$ cat src/rtl/hls_call_issuer.sv
// hls_call_issuer: caller-side driver for an HLS call/return stream.
// Issues calls under a credit limit and pairs in-order returns with tags.
module hls_call_issuer #(
  parameter int TAG_W     = 4,
  parameter int MAX_OUT   = 4,
  parameter int RSP_DEPTH = 4
) (
  input  logic             clock,
  input  logic             reset,
  input  logic             cmd_valid,
  output logic             cmd_ready,
  input  logic [63:0]      cmd_a,
  input  logic [31:0]      cmd_n,
  input  logic [TAG_W-1:0] cmd_tag,
  output logic             start,
  input  logic             busy,
  output logic [63:0]      a,
  output logic [31:0]      n,
  input  logic             done,
  output logic             stall,
  input  logic [31:0]      returndata,
  output logic             rsp_valid,
  input  logic             rsp_ready,
  output logic [31:0]      rsp_data,
  output logic [TAG_W-1:0] rsp_tag,
  output logic             idle,
  output logic             err_orphan_done
);

  localparam int CW  = $clog2(MAX_OUT + 1);
  localparam int TPW = (MAX_OUT > 1) ? $clog2(MAX_OUT) : 1;
  localparam int RAW = $clog2(RSP_DEPTH);
  localparam int RW  = TAG_W + 32;

  logic [CW-1:0]    cnt;
  logic [TAG_W-1:0] ptag;

  logic call_fire;
  logic ret_fire;
  logic cmd_fire;
  logic rsp_fire;
  logic retire;
  logic orphan;

  logic [TAG_W-1:0] tmem [MAX_OUT];
  logic [TPW-1:0]   twp;
  logic [TPW-1:0]   trp;
  logic [CW-1:0]    tcnt;
  logic             tempty;

  logic [RW-1:0] rmem [RSP_DEPTH];
  logic [RAW:0]  rwp;
  logic [RAW:0]  rrp;
  logic          rempty;
  logic          rfull;
  logic [RW-1:0] rhead;

  function automatic logic [TPW-1:0] tnext(
    input logic [TPW-1:0] p
  );
    if (p == TPW'(MAX_OUT - 1))
      return '0;
    return p + TPW'(1);
  endfunction

  assign tempty = (tcnt == '0);
  assign rempty = (rwp == rrp);
  assign rfull  = (rwp[RAW] != rrp[RAW]) &&
                  (rwp[RAW-1:0] == rrp[RAW-1:0]);

  // stall comes only from registered FIFO state
  assign stall     = rfull;
  assign call_fire = start & ~busy;
  assign ret_fire  = done & ~stall;
  assign cmd_ready = ~reset & (~start | ~busy) &
                     (cnt < CW'(MAX_OUT));
  assign cmd_fire  = cmd_valid & cmd_ready;
  assign retire    = ret_fire & ~tempty;
  assign orphan    = ret_fire & tempty;

  assign rsp_valid = ~rempty;
  assign rsp_fire  = rsp_valid & rsp_ready;
  assign rhead     = rempty ? '0 : rmem[rrp[RAW-1:0]];
  assign rsp_tag   = rhead[RW-1:32];
  assign rsp_data  = rhead[31:0];

  assign idle = (cnt == '0) & ~start & rempty;

  always_ff @(posedge clock or posedge reset) begin
    if (reset) begin
      start <= 1'b0;
      a     <= '0;
      n     <= '0;
      ptag  <= '0;
    end else if (cmd_fire) begin
      start <= 1'b1;
      a     <= cmd_a;
      n     <= cmd_n;
      ptag  <= cmd_tag;
    end else if (call_fire) begin
      start <= 1'b0;
    end
  end

  always_ff @(posedge clock or posedge reset) begin
    if (reset) begin
      cnt <= '0;
    end else begin
      unique case ({cmd_fire, retire})
        2'b10:   cnt <= cnt + CW'(1);
        2'b01:   cnt <= cnt - CW'(1);
        default: cnt <= cnt;
      endcase
    end
  end

  always_ff @(posedge clock) begin
    if (call_fire)
      tmem[twp] <= ptag;
  end

  always_ff @(posedge clock or posedge reset) begin
    if (reset) begin
      twp  <= '0;
      trp  <= '0;
      tcnt <= '0;
    end else begin
      if (call_fire)
        twp <= tnext(twp);
      if (retire)
        trp <= tnext(trp);
      unique case ({call_fire, retire})
        2'b10:   tcnt <= tcnt + CW'(1);
        2'b01:   tcnt <= tcnt - CW'(1);
        default: tcnt <= tcnt;
      endcase
    end
  end

  always_ff @(posedge clock) begin
    if (retire)
      rmem[rwp[RAW-1:0]] <= {tmem[trp], returndata};
  end

  always_ff @(posedge clock or posedge reset) begin
    if (reset) begin
      rwp <= '0;
      rrp <= '0;
    end else begin
      if (retire)
        rwp <= rwp + (RAW+1)'(1);
      if (rsp_fire)
        rrp <= rrp + (RAW+1)'(1);
    end
  end

  always_ff @(posedge clock or posedge reset) begin
    if (reset)
      err_orphan_done <= 1'b0;
    else if (orphan)
      err_orphan_done <= 1'b1;
  end

endmodule
$ cat config.mk
export PLATFORM = sky130hd
export DESIGN_NAME = hls_call_issuer
export DESIGN_NICKNAME = d
export VERILOG_FILES = /design/src/rtl/hls_call_issuer.sv
export SDC_FILE = /design/constraint.sdc
export NUM_CORES = 1
export LEC_CHECK = 0
export ABC_AREA = 1
export CELL_PAD_IN_SITES_DETAIL_PLACEMENT = 0
export CELL_PAD_IN_SITES_GLOBAL_PLACEMENT = 1
export CORE_MARGIN = 2
export CORE_UTILIZATION = 38
export DETAILED_ROUTE_END_ITERATION = 6
export GPL_TIMING_DRIVEN = 0
export HOLD_SLACK_MARGIN = 0.02
export PLACE_DENSITY_LB_ADDON = 0.12
export SKIP_LAST_GASP = 1
export SYNTH_ARGS = -nofsm -noshare
export SYNTH_HDL_FRONTEND = slang
export SYNTH_SLANG_ARGS = --single-unit
$ cat constraint.sdc
create_clock -name clock -period 5.1 [get_ports clock]
set_input_delay 0.765 -clock clock [delete_from_list [all_inputs] [get_ports clock]]
set_output_delay 0.765 -clock clock [all_outputs]
set_load 0.02 [all_outputs]
# == Word-level counts from Yosys, hierarchy flattened ==
# Memories as Yosys holds them, arrays and structs flattened.
# Cells that the tools add are included.
# totals
output_inout_bits,138
ram_bits,160
inputBits,138
elab_cells,71
regBits,118
n_memories,2
# mem_list
name,depth,width,read_ports,rd_ports_with_merged_regs,write_ports,line_no,source
rmem,4,36,1,0,1,51,logic [RW-1:0] rmem [RSP_DEPTH];
tmem,4,4,1,0,1,45,logic [TAG_W-1:0] tmem [MAX_OUT];
# op_classes
n_mux,17
bitwise,17
order_cmp,1
add_sub_neg,8
reduce_logical,6
eq_ne,9
# ops
op,count
36-bit 2-to-1 mux,1
"3-bit by 1-bit adder with 3-bit output, second input constant",4
3-bit one-hot mux with 2 select lines,2
1-bit bitwise AND,10
1-bit 2-to-1 mux,10
"2-bit == test, second input constant",4
2-bit 2-to-1 mux,4
3-bit logical NOT,2
1-bit inverter,6
2-bit nonzero test,3
"3-bit by 1-bit subtractor with 3-bit output, second input constant",2
"2-bit by 1-bit adder with 2-bit output, second input constant",2
"2-bit by 1-bit == test with 1-bit output, second input constant",2
3-bit == test,1
"3-bit less-than comparator, second input constant",1
2-bit == test,1
1-bit logical AND,1
1-bit != test,1
1-bit bitwise OR,1

# == Logic depth before layout (Yosys ltp) ==
# depth
word_depth,7
ltp_mapped,13
mapped_depth_nobuf,12

# == Least setup slack after synthesis ==
# OpenSTA, ideal clock, no wires.
# synth_timing
kind,input to register
startpoint,input port reset
endpoint,register cnt[2]
required_time_ns,4.969
n_path_buf,1
stages,10
setup_slack_ns,0.160
t_arrival_ns,4.809
setup_time_ns,0.131
cell_sequence,inv_1 nand3_1 inv_2 nand2_1 buf_2 ha_1 fa_1 a21oi_1 o21ai_0 xor2_1
# synth_between
elab_chain_len,6
elab_cells_between_ends,8
cone_classes,eq/ne: 2; mux: 1; bitwise: 4; reduce/logical: 1
# synth_lines
item,line_no,source
start: declaration,9,"input logic reset,"
1-bit inverter *,75,assign cmd_ready = ~reset & (~start | ~busy) &
1-bit bitwise AND * (2 in a row),75,
1-bit bitwise AND *,77,assign cmd_fire = cmd_valid & cmd_ready;
2-bit by 1-bit == test with 1-bit output or 2-bit == test (tied branches),109,"unique case ({cmd_fire, retire})"
3-bit one-hot mux with 2 select lines or 2-bit nonzero test (tied branches),n/a,
end signal: assignment,110,2'b10: cnt <= cnt + CW'(1);
end signal: assignment,111,2'b01: cnt <= cnt - CW'(1);
end signal: assignment,112,default: cnt <= cnt;
end: declaration,35,logic [CW-1:0] cnt;
# Every way passes the cells marked *; elsewhere a longest branch is shown, timed or not.
# A chain may end at the register's enable or synchronous reset.

# == Worst setup path after layout ==
# layout_timing
startpoint,input port reset
endpoint,output port cmd_ready
# layout_between
elab_chain_len,3
# layout_lines
item,line_no,source
1-bit inverter,75,
1-bit bitwise AND (2 in a row),75,
end: declaration,11,"output logic cmd_ready,"
# Every way passes these cells.

==> impl_metrics.py <==
metrics = {
    "place": {
        "place_area_um2": 14680,
        "routabilityCongestion": 0.7639,
        "portBuffers": 274,
        "post-dp-hpwl_um": 20470,
        "dp.cells": 1699,
    },
    "hold_path": {
        "hp-class": "reg2reg",
    },
    "sta": {
        "max_clock_freq_ghz": 0.2416,
        "slew_headroom_pct": 45.36,
        "fin_crit_ns": 4.139,
        "hold_viol_final": 0,
        "finalClockSkew_ns": 0.008636,
        "worst_slew_pin_slew_ns": 0.8177,
        "finalSetupViolCount": 0,
        "holdWs_ns": 0.4663,
        "fin_crit_sh_pct": 81.15,
        "rsz0062_at_grt": "false",
        "drv_slew": 0,
    },
    "global_routing": {
        "grt_max_degree": 81,
        "grt_overflow_total": 0,
        "grt_pass1_vias": 8481,
        "grt_pass1_wl_um": 46860,
        "grtUsageTotal_pct": 19.35,
        "antenna_found_initial": 3,
    },
    "setup_path": {
        "setup.worst_path.start": "reset",
        "reg2reg_depth": 8,
        "r2r_start": "rrp[0]$_DFFE_PP0P_",
        "critPathMaxStageDelay_ns": 0.70,
        "setup.worst_path.end_class": "output port",
        "cp-start-kind": "input port",
        "crit_top_cell": "clkdlybuf4s50_1",
        "cp.required_ns": 4.34,
        "cp_max_fo": 80,
        "cp_cell_sequence": "clkdlybuf4s50_1 > inv_6 > buf_16 > nand3_1 > inv_2 > clkbuf_1 > clkdlybuf4s50_1",
        "crit_path_top_delay_cell": "clkdlybuf4s50_1",
        "reg2reg_slack_ns": 2.71,
        "worstSetupPathType": "in2out",
        "r2r_end": "rmem[0][7]$_DFFE_PP_",
        "setup.worst_path.end": "cmd_ready",
        "cp.arrival_ns": 3.37,
    },
    "final_layout": {
        "final_nets": 1494,
        "final_cells": 1759,
        "synthToLayoutAreaGrowth_pct": 38.56,
        "fin_area_um2": 15650,
        "final_cell_mix": "274 x clkdlybuf4s50_1, 265 x nand2_1, 160 x edfxtp_1",
        "fillCellCount": 2690,
        "final_common_cell": "clkdlybuf4s50_1",
        "drive_gt1_share_pct": 8.120,
    },
    "clocking": {
        "ctsResizeCount": 0,
        "cts_buffers": 31,
        "clk_path_buf_depth": 3,
        "cts_num_sinks": 278,
        "clk_pin_slew_ns": 0.05,
        "htree_levels": 1,
        "tritoncts": "yes",
        "clk_latency_ns": 0.55,
        "holdBufCountCts": 0,
        "cts-root-buf": "clkbuf_16",
        "cts_setup_buffers": 0,
    },
    "synthesis": {
        "synth_adder_area_share_pct": 1.684,
        "postSynthNetCount": 1182,
        "synth_warnings": 0,
        "ys_seq_elements": 278,
        "synth_xor_area_share_pct": 0.4653,
        "synth-compound-area-share_pct": 6.137,
        "synth_simple_gate_area_share_pct": 17.49,
        "yosysSeqAreaShare_pct": 68.68,
        "synth_top_family_by_area": "simple AND/OR/NAND/NOR gates",
        "syn_inst": 1030,
        "muxShareOfSynthArea_pct": 0.09970,
        "ys_types": 29,
        "netlist_area_um2": 11290,
        "syn_area_per_cell_um2": 10.97,
    },
    "route": {
        "routedWlPerCell_um": 16.93,
        "routed_wl_um": 29780,
        "via_per_inst": 4.728,
        "dr.pass1.iters": 5,
        "via_count": 8316,
        "antenna_left": 0,
        "drc_errors": 0,
        "drt_iter0_drc": 452,
    },
    "power": {
        "ir_worst_vdd_mv": 0.3107,
        "leakage_nw": 6.613,
        "power_density_nw_per_um2": 654.1,
        "p_total_w": 0.01024,
    },
    "outcome": {
        "outcome": "complete, no violations",
    },
    "floorplanning": {
        "dieHeight_um": 176.4,
        "ios": 276,
        "rows": 63,
        "die_w_um": 176.4,
        "coreArea_um2": 29480,
        "initial_utilization_pct": 38.31,
        "die_area_um2": 31120,
    },
    "job": {
        "max_cap_violations": 0,
    },
}
critical path: cells and delay by family:
family                 cells  cell delay (ns)
and+or+nand+nor            1             0.16
buffers and inverters      6             2.34
stage by stage:
stage / setup TNS [ns] / setup WS (ns) / utilization [%]
6_report: 0 / 0.9612 / 53.09
5_1_grt: 0 / 0.7017 / 53.08
4_1_cts: 0 / 0.9066 / 53.07
3_5_place_dp: 0 / 0.9108 / 49.80
3_3_place_gp: -238.29 / -2.235 / 49.27
2_1_floorplan: 0 / 0.1599 / -
cell usage after synthesis:
| cell type | number | area [um^2] |
|---|---|---|
| a21oi_1 | 2 | 10.01 |
| buf_1 | 2 | 7.510 |
| buf_2 | 30 | 150.1 |
| buf_4 | 4 | 30.03 |
| buf_6 | 9 | 101.4 |
| buf_8 | 1 | 15.01 |
| clkbuf_1 | 16 | 60.06 |
| dfrtp_1 | 118 | 2953 |
| edfxtp_1 | 160 | 4805 |
| fa_1 | 2 | 40.04 |
| ha_1 | 12 | 150.1 |
| inv_1 | 60 | 225.2 |
| inv_2 | 5 | 18.77 |
| inv_4 | 1 | 6.260 |
| mux2_2 | 1 | 11.26 |
| nand2_1 | 265 | 994.7 |
| nand2_2 | 2 | 12.51 |
| nand2_4 | 1 | 11.26 |
| nand3_1 | 107 | 535.5 |
| nand3_2 | 1 | 10.01 |
| nand3_4 | 2 | 35.03 |
| nand4_1 | 5 | 31.28 |
| nor2_1 | 92 | 345.3 |
| o21ai_0 | 52 | 260.3 |
| o21ai_1 | 33 | 165.2 |
| o21bai_1 | 1 | 7.510 |
| o22ai_1 | 40 | 250.2 |
| xnor2_1 | 2 | 17.52 |
| xor2_1 | 4 | 35.03 |
layout make-up:
cell class	count	area (um^2)	share of cell area, %
diodes	2	5.005	0.03198
clock inverters	6	37.54	0.2398
well taps	390	488.0	3.118
repair buffers	279	2865	18.31
clock buffers	52	924.6	5.908
plain buffers	62	364.1	2.327
inverters	66	255.2	1.631
multi-input cells	624	2953	18.87
flip-flops and latches	278	7757	49.57
layer usage:
layer	track usage, %	share of wire (%)	vias to the layer above	routed length (um)
li1	-	-	4090	-
met1	24.51	42	3922	12540
met2	31.45	47	257	13860
met3	7.515	9.6	43	2852
met4	4.408	1.7	4	498
met5	0	0.091	-	27
how the worst min path moves through the flow:
| stage | from | endpoint | slack, ns | depth (start not counted) |
|---|---|---|---|---|
| CTS | a[21]$_DFFE_PP0P_ | a[21]$_DFFE_PP0P_ | 0.47 | 2 |
| global route | a[58]$_DFFE_PP0P_ | a[58]$_DFFE_PP0P_ | 0.48 | 2 |
| finish | n[7]$_DFFE_PP0P_ | n[7]$_DFFE_PP0P_ | 0.47 | 2 |
| detailed placement | n[6]$_DFFE_PP0P_ | n[6]$_DFFE_PP0P_ | 0.46 | 2 |
| global placement | n[31]$_DFFE_PP0P_ | n[31]$_DFFE_PP0P_ | 0.45 | 2 |
| floorplan | tcnt[0]$_DFFE_PP0P_ | tcnt[0]$_DFFE_PP0P_ | 0.45 | 1 |
kinds of logic after synthesis:
| family | Yosys count |
|---|---|
| compound gates | 128 |
| xor+xnor | 6 |
| fa+ha+maj | 14 |
| buf+inv | 128 |
| flops | 278 |
| mux | 1 |
| simple gates | 475 |
registers in the layout, summed over array words and instances, names as in the netlist:
register         count
rwp                  3
start                1
twp                  2
tmem                16
cnt                  3
tcnt                 3
trp                  2
n                   32
rmem               144
a                   64
ptag                 4
rrp                  3
err_orphan_done      1
power breakdown:
part	internal (W)	leakage, nW	switching (W)	total [W]
Combinational	0.00196	3.22	0.00270	0.00466
Sequential	0.00315	2.92	0.000340	0.00349
Clock	0.00123	0.474	0.000860	0.00209
(Power assumes the default switching activity.)
